## src/rtl/cr_tlvp_ob.sv

```systemverilog
// Outbound TLV path: the scheduler is implemented in cr_tlvp_ob_sched.sv.

```

## src/rtl/cr_structs.sv

```systemverilog
// Shared bus structures for the TLV datapath.
// tlvp_if_bus_t: one TLV stream word as written into or read from the TLV FIFOs.
package cr_structs;

  typedef struct packed {
    logic        insert;
    logic [7:0]  typen;
    logic        sot;
    logic        eot;
    logic        tlast;
    logic [7:0]  tuser;
    logic [31:0] tdata;
  } tlvp_if_bus_t;

endpackage

```

## src/rtl/cr_tlvp_pkg.sv

```systemverilog
// Types and widths for the TLV parser outbound scheduler.
//   tlvp_ob_sched_state_e : scheduler grant state
//   TLVP_OB_WEIGHT_W      : width of the per-source WRR weight counters
//   TLVP_OB_WCNT_W        : width of the per-grant word counter
package cr_tlvp_pkg;

  localparam int unsigned TLVP_OB_WEIGHT_W = 4;
  localparam int unsigned TLVP_OB_WCNT_W   = 16;

  typedef enum logic [1:0] {
    IDLE    = 2'd0,
    GNT_PT  = 2'd1,
    GNT_USR = 2'd2
  } tlvp_ob_sched_state_e;

endpackage

```

## src/rtl/cr_tlvp_ob_wrr_pick.sv

```systemverilog
// Weighted round-robin picker for the outbound scheduler.
// Keeps the RR pointer (0 = pt, 1 = usr) and one consecutive-TLV counter per source.
// Ports:
//   clk, rst_n   clock, async active-low reset
//   pt_req       pt FIFO non-empty
//   usr_req      usr FIFO non-empty
//   eot_pop      an eot word is being popped this cycle
//   pop_usr      the current pop is from usr (else pt)
//   force_flip   runaway TLV released: point at the other side, clear counts
//   pick_usr     source to grant from IDLE (1 = usr, 0 = pt)
module cr_tlvp_ob_wrr_pick
  import cr_tlvp_pkg::*;
#(
  parameter int unsigned PT_WEIGHT  = 1,
  parameter int unsigned USR_WEIGHT = 1
) (
  input  logic clk,
  input  logic rst_n,
  input  logic pt_req,
  input  logic usr_req,
  input  logic eot_pop,
  input  logic pop_usr,
  input  logic force_flip,
  output logic pick_usr
);

  localparam logic [TLVP_OB_WEIGHT_W-1:0] PtWt  = TLVP_OB_WEIGHT_W'(PT_WEIGHT);
  localparam logic [TLVP_OB_WEIGHT_W-1:0] UsrWt = TLVP_OB_WEIGHT_W'(USR_WEIGHT);

  logic                        ptr_q, ptr_d;
  logic [TLVP_OB_WEIGHT_W-1:0] pt_cnt_q, pt_cnt_d;
  logic [TLVP_OB_WEIGHT_W-1:0] usr_cnt_q, usr_cnt_d;
  logic [TLVP_OB_WEIGHT_W-1:0] pt_cnt_inc, usr_cnt_inc;

  // Counters saturate at their weight so a lone source never overflows them.
  assign pt_cnt_inc  = (pt_cnt_q  >= PtWt)  ? pt_cnt_q  : pt_cnt_q  + 1'b1;
  assign usr_cnt_inc = (usr_cnt_q >= UsrWt) ? usr_cnt_q : usr_cnt_q + 1'b1;

  always_comb begin
    ptr_d     = ptr_q;
    pt_cnt_d  = pt_cnt_q;
    usr_cnt_d = usr_cnt_q;
    if (force_flip) begin
      ptr_d     = ~pop_usr;
      pt_cnt_d  = '0;
      usr_cnt_d = '0;
    end else if (eot_pop) begin
      if (!pop_usr) begin
        if (pt_cnt_inc >= PtWt && usr_req) begin
          ptr_d     = 1'b1;
          pt_cnt_d  = '0;
          usr_cnt_d = '0;
        end else begin
          pt_cnt_d = pt_cnt_inc;
        end
      end else begin
        if (usr_cnt_inc >= UsrWt && pt_req) begin
          ptr_d     = 1'b0;
          pt_cnt_d  = '0;
          usr_cnt_d = '0;
        end else begin
          usr_cnt_d = usr_cnt_inc;
        end
      end
    end
  end

  always_ff @(posedge clk or negedge rst_n) begin
    if (!rst_n) begin
      ptr_q     <= 1'b0;
      pt_cnt_q  <= '0;
      usr_cnt_q <= '0;
    end else begin
      ptr_q     <= ptr_d;
      pt_cnt_q  <= pt_cnt_d;
      usr_cnt_q <= usr_cnt_d;
    end
  end

  // Pointer only arbitrates when both sides are waiting.
  assign pick_usr = (pt_req && usr_req) ? ptr_q : usr_req;

endmodule

```

## src/rtl/cr_tlvp_ob_sched.sv

```systemverilog
// Outbound scheduler: drains the pt and usr show-ahead FIFOs into one registered
// tlvp_if_bus_t write stream, granting whole TLVs with weighted round-robin and
// releasing any grant that runs MAX_TLV_WORDS pops without an eot.
// Ports:
//   clk, rst_n                   clock, async active-low reset
//   pt_ib_empty/pt_ib_tlv/pt_ib_rd     pt FIFO status, head word, pop
//   usr_ib_empty/usr_ib_tlv/usr_ib_rd  usr FIFO status, head word, pop
//   ob_afull                     downstream almost full (no pop while high)
//   ob_wen/ob_wdata              registered outbound write
//   sched_busy                   a grant is held
//   sched_error                  sticky runaway-TLV flag
// Optional (CR_TLVP_OB_SCHED_STATS_EN): pt_tlv_cnt/usr_tlv_cnt count eot pops per source.
module cr_tlvp_ob_sched
  import cr_tlvp_pkg::*;
  import cr_structs::*;
#(
  parameter int unsigned PT_WEIGHT     = 1,
  parameter int unsigned USR_WEIGHT    = 1,
  parameter int unsigned MAX_TLV_WORDS = 1024
) (
  input  logic         clk,
  input  logic         rst_n,
  input  logic         pt_ib_empty,
  input  tlvp_if_bus_t pt_ib_tlv,
  output logic         pt_ib_rd,
  input  logic         usr_ib_empty,
  input  tlvp_if_bus_t usr_ib_tlv,
  output logic         usr_ib_rd,
  input  logic         ob_afull,
  output logic         ob_wen,
  output tlvp_if_bus_t ob_wdata,
  output logic         sched_busy,
  output logic         sched_error
`ifdef CR_TLVP_OB_SCHED_STATS_EN
  ,
  output logic [31:0]  pt_tlv_cnt,
  output logic [31:0]  usr_tlv_cnt
`endif
);

  localparam logic [TLVP_OB_WCNT_W-1:0] LastWord = TLVP_OB_WCNT_W'(MAX_TLV_WORDS - 1);

  tlvp_ob_sched_state_e        state_q, state_d;
  logic [TLVP_OB_WCNT_W-1:0]   wcnt_q, wcnt_d;
  logic                        error_q;
  logic                        pop, pop_eot, limit_hit, pick_usr;
  tlvp_if_bus_t                pop_word;

  assign pt_ib_rd  = (state_q == GNT_PT)  && !pt_ib_empty  && !ob_afull;
  assign usr_ib_rd = (state_q == GNT_USR) && !usr_ib_empty && !ob_afull;

  assign pop       = pt_ib_rd | usr_ib_rd;
  assign pop_word  = usr_ib_rd ? usr_ib_tlv : pt_ib_tlv;
  assign pop_eot   = pop && pop_word.eot;
  // Last allowed pop of a grant and still no eot: release and flag.
  assign limit_hit = pop && !pop_word.eot && (wcnt_q == LastWord);

  cr_tlvp_ob_wrr_pick #(
    .PT_WEIGHT  (PT_WEIGHT),
    .USR_WEIGHT (USR_WEIGHT)
  ) u_wrr_pick (
    .clk        (clk),
    .rst_n      (rst_n),
    .pt_req     (!pt_ib_empty),
    .usr_req    (!usr_ib_empty),
    .eot_pop    (pop_eot),
    .pop_usr    (usr_ib_rd),
    .force_flip (limit_hit),
    .pick_usr   (pick_usr)
  );

  always_comb begin
    state_d = state_q;
    case (state_q)
      IDLE: begin
        if (!pt_ib_empty || !usr_ib_empty) begin
          state_d = pick_usr ? GNT_USR : GNT_PT;
        end
      end
      GNT_PT, GNT_USR: begin
        if (pop_eot || limit_hit) begin
          state_d = IDLE;
        end
      end
      default: state_d = IDLE;
    endcase
  end

  always_comb begin
    wcnt_d = wcnt_q;
    if (pop_eot || limit_hit) begin
      wcnt_d = '0;
    end else if (pop) begin
      wcnt_d = wcnt_q + 1'b1;
    end
  end

  always_ff @(posedge clk or negedge rst_n) begin
    if (!rst_n) begin
      state_q  <= IDLE;
      wcnt_q   <= '0;
      error_q  <= 1'b0;
      ob_wen   <= 1'b0;
      ob_wdata <= '0;
    end else begin
      state_q <= state_d;
      wcnt_q  <= wcnt_d;
      error_q <= error_q | limit_hit;
      ob_wen  <= pop;
      if (pop) begin
        ob_wdata <= pop_word;
      end
    end
  end

  assign sched_busy  = (state_q != IDLE);
  assign sched_error = error_q;

`ifdef CR_TLVP_OB_SCHED_STATS_EN
  always_ff @(posedge clk or negedge rst_n) begin
    if (!rst_n) begin
      pt_tlv_cnt  <= '0;
      usr_tlv_cnt <= '0;
    end else if (pop_eot) begin
      if (usr_ib_rd) begin
        usr_tlv_cnt <= usr_tlv_cnt + 1'b1;
      end else begin
        pt_tlv_cnt <= pt_tlv_cnt + 1'b1;
      end
    end
  end
`endif

endmodule

```

## config.mk

```make
export PLATFORM = sky130hd
export DESIGN_NAME = cr_tlvp_ob_sched
export DESIGN_NICKNAME = d
export VERILOG_FILES = /design/src/rtl/cr_tlvp_ob.sv /design/src/rtl/cr_structs.sv /design/src/rtl/cr_tlvp_pkg.sv /design/src/rtl/cr_tlvp_ob_wrr_pick.sv /design/src/rtl/cr_tlvp_ob_sched.sv
export SDC_FILE = /design/constraint.sdc
export NUM_CORES = 1
export LEC_CHECK = 0
export ABC_AREA = 1
export CAP_MARGIN = 30
export CORE_MARGIN = 5
export CORE_UTILIZATION = 40
export DETAILED_ROUTE_END_ITERATION = 10
export PLACE_DENSITY = 0.74
export SLEW_MARGIN = 10
export SYNTH_ARGS = -nofsm -noshare
export SYNTH_HDL_FRONTEND = slang
export SYNTH_SLANG_ARGS = --single-unit
```

## constraint.sdc

```tcl
create_clock -name clk -period 3.5 [get_ports clk]
set_input_delay 0.7 -clock clk [delete_from_list [all_inputs] [get_ports clk]]
set_output_delay 0.7 -clock clk [all_outputs]
set_load 0.02 [all_outputs]
```

==> out/qor.yml, run 1 <==
r2r_start: "state_q[0]$_DFFE_PN0P_"
grt_overflow_total: 0
fin_tns_setup_ns: 0
cts.sinks: 81
vias_per_cell: 4.91
syn_nets: 642
synth-edff-count: 0
ant_nets: 0
internal_power_mw: 2.91
initial_core_util: 0.406
cp.arrival_ns: 2.09
post_cts_buffers: 0
rrSetupSlack_ns: 1.13
ir_drop_mv: 0.339
crit_path_start: "pt_ib_empty"
grt_pass1_wl_mm: 19.7
place_ws_ns: 0.577
nFillCells: 901
use_met1: 0.233
die_area_mm2: 0.0125
p_switching_mw: 1.74
yosys-top-cells-count: "167 x nand2_1, 85 x nor2_1, 81 x dfrtp_1"
drive_gt1_frac: 0.0700
synth.distinct_cells: 31
grt_pass1_vias: 4171
total_power_mw: 4.65
wl_per_cell_um: 14.0
globalplace.congestion: 0.850
cts_made_buffers: 9
clk_pin_slew_ns: 0.08
drv.max_cap_violation_count: 0
syn_area_mm2: 0.00414
std_cell_rows: 37
setup_viol: 0
dieWidth_um: 112
crit_chain: "clkdlybuf4s50_1, inv_1, nand3_1, inv_1, clkdlybuf4s50_1"
clock_latency_ns: 0.35
fin_crit_ns: 2.79
path_delay_family: "buffers and inverters"
firstDrtPassIters: 5
max_stage_delay_ns: 0.59
syn_inst: 523
synth.top_cell.area_share: 0.490
cts_tree: "built"
pin_count: 166
area_delta_synth_final_pct: 50.0
power_density_mw_per_mm2: 749
critPathMaxFanout: 3
busiest_layer: "met2"
crit_path_start_kind: "input port"
coreArea_mm2: 0.0102
comb_power_share: 0.464
cts_hold_buf: 0
drc_errors: 0
clk_path_buf_depth: 2
io_buffers: 165
htree_levels: 3
synthArstFlopShare: 1.00
fp.dieH_um: 112
root_buffer: "clkbuf_8"
finish.instance_area_mm2: 0.00621
hp-class: "input port to async pin"
grt_use_met2: 0.322
drtIter0Drc: 148
avgSynthCellArea_um2: 7.91
finClkSkew_ns: 0.00754
dpl_cell_area_mm2: 0.00592
grtUsageTotal: 0.189
grt_max_degree: 80
clkPwrFrac: 0.209
relSlewSlack: 0.492
rsz0062_at_grt: "no"
synth-main-ff-cell: "dfrtp_1"
timing.critical_path.to: "pt_ib_rd"
run_status: "finished, final reports clean"
synth-seq-cells: 81
antenna_found_initial: 0
num_antenna_cells: 0
drv_slew: 0
use_met3: 0.0549
place_hpwl_mm: 8.68
fin_nets: 800
worst_pin_slew_ns: 0.761
via_count: 4033
cp.required_ns: 2.80
reg2reg_depth: 12
path_buf_inv: 4
ys_seq_area_frac: 0.490
setup_ws_ns: 0.708
r2r-end: "wcnt_q[12]$_DFFE_PN0P_"
swShare: 0.374
worstSetupPathType: "input port to output pin"
worstSetupPathDepth: 5
endpoint_kind: "output pin"
power.leakage_nw: 2.75
power_frac_seq: 0.328
ys.warnings.count: 0
period_share: 0.798
yosysTopAreaCell: "dfrtp_1"
crit_slowest_cell: "clkdlybuf4s50_1"
cts_resized: 0
yosysMostFrequentCell: "nand2_1"
synthTopCellsByArea: "dfrtp_1 49%, nand2_1 15%, a31oi_1 7.7%, nor2_1 7.7%, ha_1 3.0%"
timing.final.hold_violations: 0
max_freq_ghz: 0.358
routed_wl_mm: 11.5
hold_ws_ns: 0.313
## flip-flops by register name (all words and copies together), names as in the netlist
register / count
ob_wdata: 52
ob_wen: 1
sched_error: 1
state_q: 2
u_wrr_pick.pt_cnt_q: 4
u_wrr_pick.ptr_q: 1
u_wrr_pick.usr_cnt_q: 4
wcnt_q: 16
## layout make-up
type / instances / area, um^2 / share of cell area
clock inverter: 7 / 166 / 0.0268
sequential: 81 / 2030 / 0.327
timing repair buffer: 171 / 1710 / 0.276
multi-input combinational: 386 / 1880 / 0.304
clock buffer: 9 / 124 / 0.0200
tap: 136 / 170 / 0.0274
inverter: 32 / 120 / 0.0194
## worst min-delay path by stage
stage / startpoint / to / slack (ns)
6_report: rst_n / ob_wdata[1]$_DFFE_PN0P_ / 0.31
5_1_grt: rst_n / ob_wdata[2]$_DFFE_PN0P_ / 0.35
4_1_cts: rst_n / wcnt_q[10]$_DFFE_PN0P_ / 0.32
3_5_place_dp: sched_error$_DFF_PN0_ / sched_error$_DFF_PN0_ / 0.46
3_3_place_gp: sched_error$_DFF_PN0_ / sched_error$_DFF_PN0_ / 0.46
2_1_floorplan: rst_n / ob_wdata[0]$_DFFE_PN0P_ / 0.40
## through the flow
step / util / std cells
final: 0.609 / 822
after global routing: 0.609 / 822
after CTS: 0.609 / 822
after detailed placement: 0.581 / 806
after global placement: 0.578 / 805
after floorplan: - / 523
## layout by cell type, fill, tap and decap left out, drive strengths merged
| cell | n |
|---|---|
| a21boi | 2 |
| a21oi | 2 |
| a31o | 2 |
| a31oi | 51 |
| and2 | 1 |
| buf | 7 |
| bufinv | 5 |
| clkbuf | 9 |
| clkdlybuf4s50 | 164 |
| clkinv | 1 |
| clkinvlp | 1 |
| dfrtp | 81 |
| ha | 10 |
| inv | 32 |
| nand2 | 172 |
| nand3 | 22 |
| nand3b | 2 |
| nand4 | 4 |
| nor2 | 89 |
| nor3 | 5 |
| nor3b | 1 |
| o21ai | 11 |
| or2 | 2 |
| xnor2 | 3 |
| xor2 | 7 |
## metal layers
layer | up-vias | routed length, um
li1 | 2011 | -
met1 | 1893 | 4770
met2 | 123 | 5810
met3 | 6 | 859
met4 | 0 | 102
met5 | - | 0
## cells by family after synthesis
family,Yosys count,share of synthesized area
adders and majority gates,10,0.0302
xor gates and xnor gates,10,0.0212
DFF,81,0.490
buffers and inverters,56,0.0559
and+or+nand+nor,298,0.302
AOI/OAI and AO/OA,68,0.101
## power groups by stage
stage | combinational, mW | sequential (mW) | clock (mW)
after floorplan | 0.830 | 1.88 | 0
after global placement | 2.13 | 1.52 | 0
after detailed placement | 2.18 | 1.54 | 0
after CTS | 2.19 | 1.53 | 0.994
after global routing | 2.38 | 1.58 | 1.03
final | 2.16 | 1.52 | 0.970
Note: power is estimated with default switching activity, not from simulation.
==> run 2: changes to the inputs <==
--- a/config.mk
+++ b/config.mk
@@ -8,9 +8,9 @@
 export ABC_AREA = 1
 export CAP_MARGIN = 30
 export CORE_MARGIN = 5
-export CORE_UTILIZATION = 40
+export CORE_UTILIZATION = 39
 export DETAILED_ROUTE_END_ITERATION = 10
-export PLACE_DENSITY = 0.74
+export PLACE_DENSITY = 0.75
 export SLEW_MARGIN = 10
 export SYNTH_ARGS = -nofsm -noshare
 export SYNTH_HDL_FRONTEND = slang
==> constraint.sdc (replaced) <==
create_clock -name clk -period 2.45 [get_ports clk]
set_input_delay 0.49 -clock clk [delete_from_list [all_inputs] [get_ports clk]]
set_output_delay 0.49 -clock clk [all_outputs]
set_load 0.02 [all_outputs]
==> run 2 against run 1 <==
Clock power grew 0.9%. Worst hold slack lost 0.22 ns. Flip-flop and latch count is the same. Final area shrank 1.6%. Critical path depth is the same. Core utilization shrank 1.8 points. Non-clock buffer count is the same. Via count shrank 2.0%. Count of clock-buffer cells in the layout grew 2. Power grew 35%. Critical path type is now register to output pin. Critical endpoint is now usr_ib_rd. Largest cell class unchanged. Largest power group unchanged.
==> out/qor.yml, run 2 (synthesis gave the netlist of run 1 again) <==
run_status: "finished, final reports clean"
worst_pin_slew_ns: 0.546
worstSetupPathType: "register to output pin"
rsz0062_at_grt: "no"
power.leakage_nw: 2.72
timing.final.hold_violations: 0
finClkSkew_ns: 0.00840
crit_path_start_kind: "register"
max_freq_ghz: 0.427
dieWidth_um: 113
fin_nets: 800
final_common_cell: "nand2_1"
place_hpwl_mm: 8.71
fin_tns_setup_ns: 0
cp.required_ns: 1.96
die_area_mm2: 0.0128
initial_core_util: 0.401
wl_per_cell_um: 13.9
final_cells: 822
drive_gt1_frac: 0.0685
vias_per_cell: 4.81
firstDrtPassIters: 4
drtIter0Drc: 200
nFillCells: 915
cts.sinks: 81
drc_errors: 0
grtUsageTotal: 0.188
grt_pass1_wl_mm: 19.6
cts_hold_buf: 0
dp_cells: 806
coreArea_mm2: 0.0103
endpoint_kind: "output pin"
drv_slew: 0
final_cell_mix: "167 x nand2_1, 163 x clkdlybuf4s50_1, 85 x nor2_1"
routed_wl_mm: 11.5
regArea_mm2: 0.00203
setup_viol: 0
clk_pin_slew_ns: 0.08
cp.arrival_ns: 1.85
pin_count: 166
area_delta_synth_final_pct: 47.6
globalplace.congestion: 0.859
root_buffer: "clkbuf_8"
clock_latency_ns: 0.35
critPathMaxFanout: 3
largest_reg_flops: 52
power_density_mw_per_mm2: 1020
num_antenna_cells: 0
via_count: 3951
period_share: 0.955
regMostFlops: "ob_wdata"
ir_drop_mv: 0.435
htree_levels: 3
clk_path_buf_depth: 2
ant_nets: 0
cts_made_buffers: 9
hp-class: "input port to async pin"
grt_max_degree: 57
antenna_found_initial: 0
io_buffers: 165
std_cell_rows: 37
cts_tree: "built"
grt_pass1_vias: 4075
multi_input_area_mm2: 0.00188
relSlewSlack: 0.636
largestRegisters: "ob_wdata (52), wcnt_q (16)"
grt_overflow_total: 0
fp.dieH_um: 113
fin_crit_ns: 2.34
drv.max_cap_violation_count: 0
[run 2: stage by stage]
stage	total power [mW]	setup slack, ns	utilization	area [um^2]	hold WS (ns)
6_report	6.25	0.110	0.592	6110	0.0945
5_1_grt	6.73	0.0127	0.592	6110	0.118
4_1_cts	6.33	0.0754	0.591	6100	0.103
3_5_place_dp	5.33	0.0710	0.572	5910	0.477
3_3_place_gp	5.26	0.136	0.572	5910	0.473
2_1_floorplan	3.87	0.597	-	4140	0.194
[run 2: what timing repair did]
item | CTS | global route
buffers inserted | 0 | 0
setup endpoints to repair | 0 | 1
gates resized for setup | 0 | 1
[run 2: critical path: stages (launching register included)]
cell	delay, ns
dfrtp_1	0.42
inv_1	0.09
ha_1	0.18
nand3_2	0.11
inv_2	0.08
clkdlybuf4s50_1	0.62
[run 2: final timing paths]
kind	cells past startpoint	endpoint	slack [ns]	start
hold / removal	1	wcnt_q[15]$_DFFE_PN0P_	0.09	rst_n
setup / recovery	5	usr_ib_rd	0.11	state_q[0]$_DFFE_PN0P_
setup reg to reg	13	u_wrr_pick.ptr_q$_DFFE_PN0P_	0.39	state_q[0]$_DFFE_PN0P_
max in group asynchronous	2	ob_wdata[27]$_DFFE_PN0P_	1.75	rst_n
hold reg to reg	1	sched_error$_DFF_PN0_	0.49	sched_error$_DFF_PN0_
min in group clk	1	sched_error$_DFF_PN0_	0.49	sched_error$_DFF_PN0_
[run 2: final cells by class]
type,instances,area share
well taps,136,0.0279
clock inverters,5,0.00901
clock buffers,11,0.0232
inverters,32,0.0197
repair buffers,171,0.280
multi-input cells,386,0.309
flip-flops and latches,81,0.332
[run 2: report_power, final]
group          switching (mW)  internal (mW)
sequential              0.321           1.86
combinational            1.68           1.41
clock                   0.483          0.496
total                    2.49           3.77
[run 2: layer usage]
metal	wire length, um	share of wire	vias to the layer above	track usage
li1	-	-	2012	-
met1	4950	0.43	1817	0.237
met2	5620	0.49	109	0.313
met3	690	0.060	13	0.0599
met4	195	0.017	0	0.0497
met5	0	0	-	0
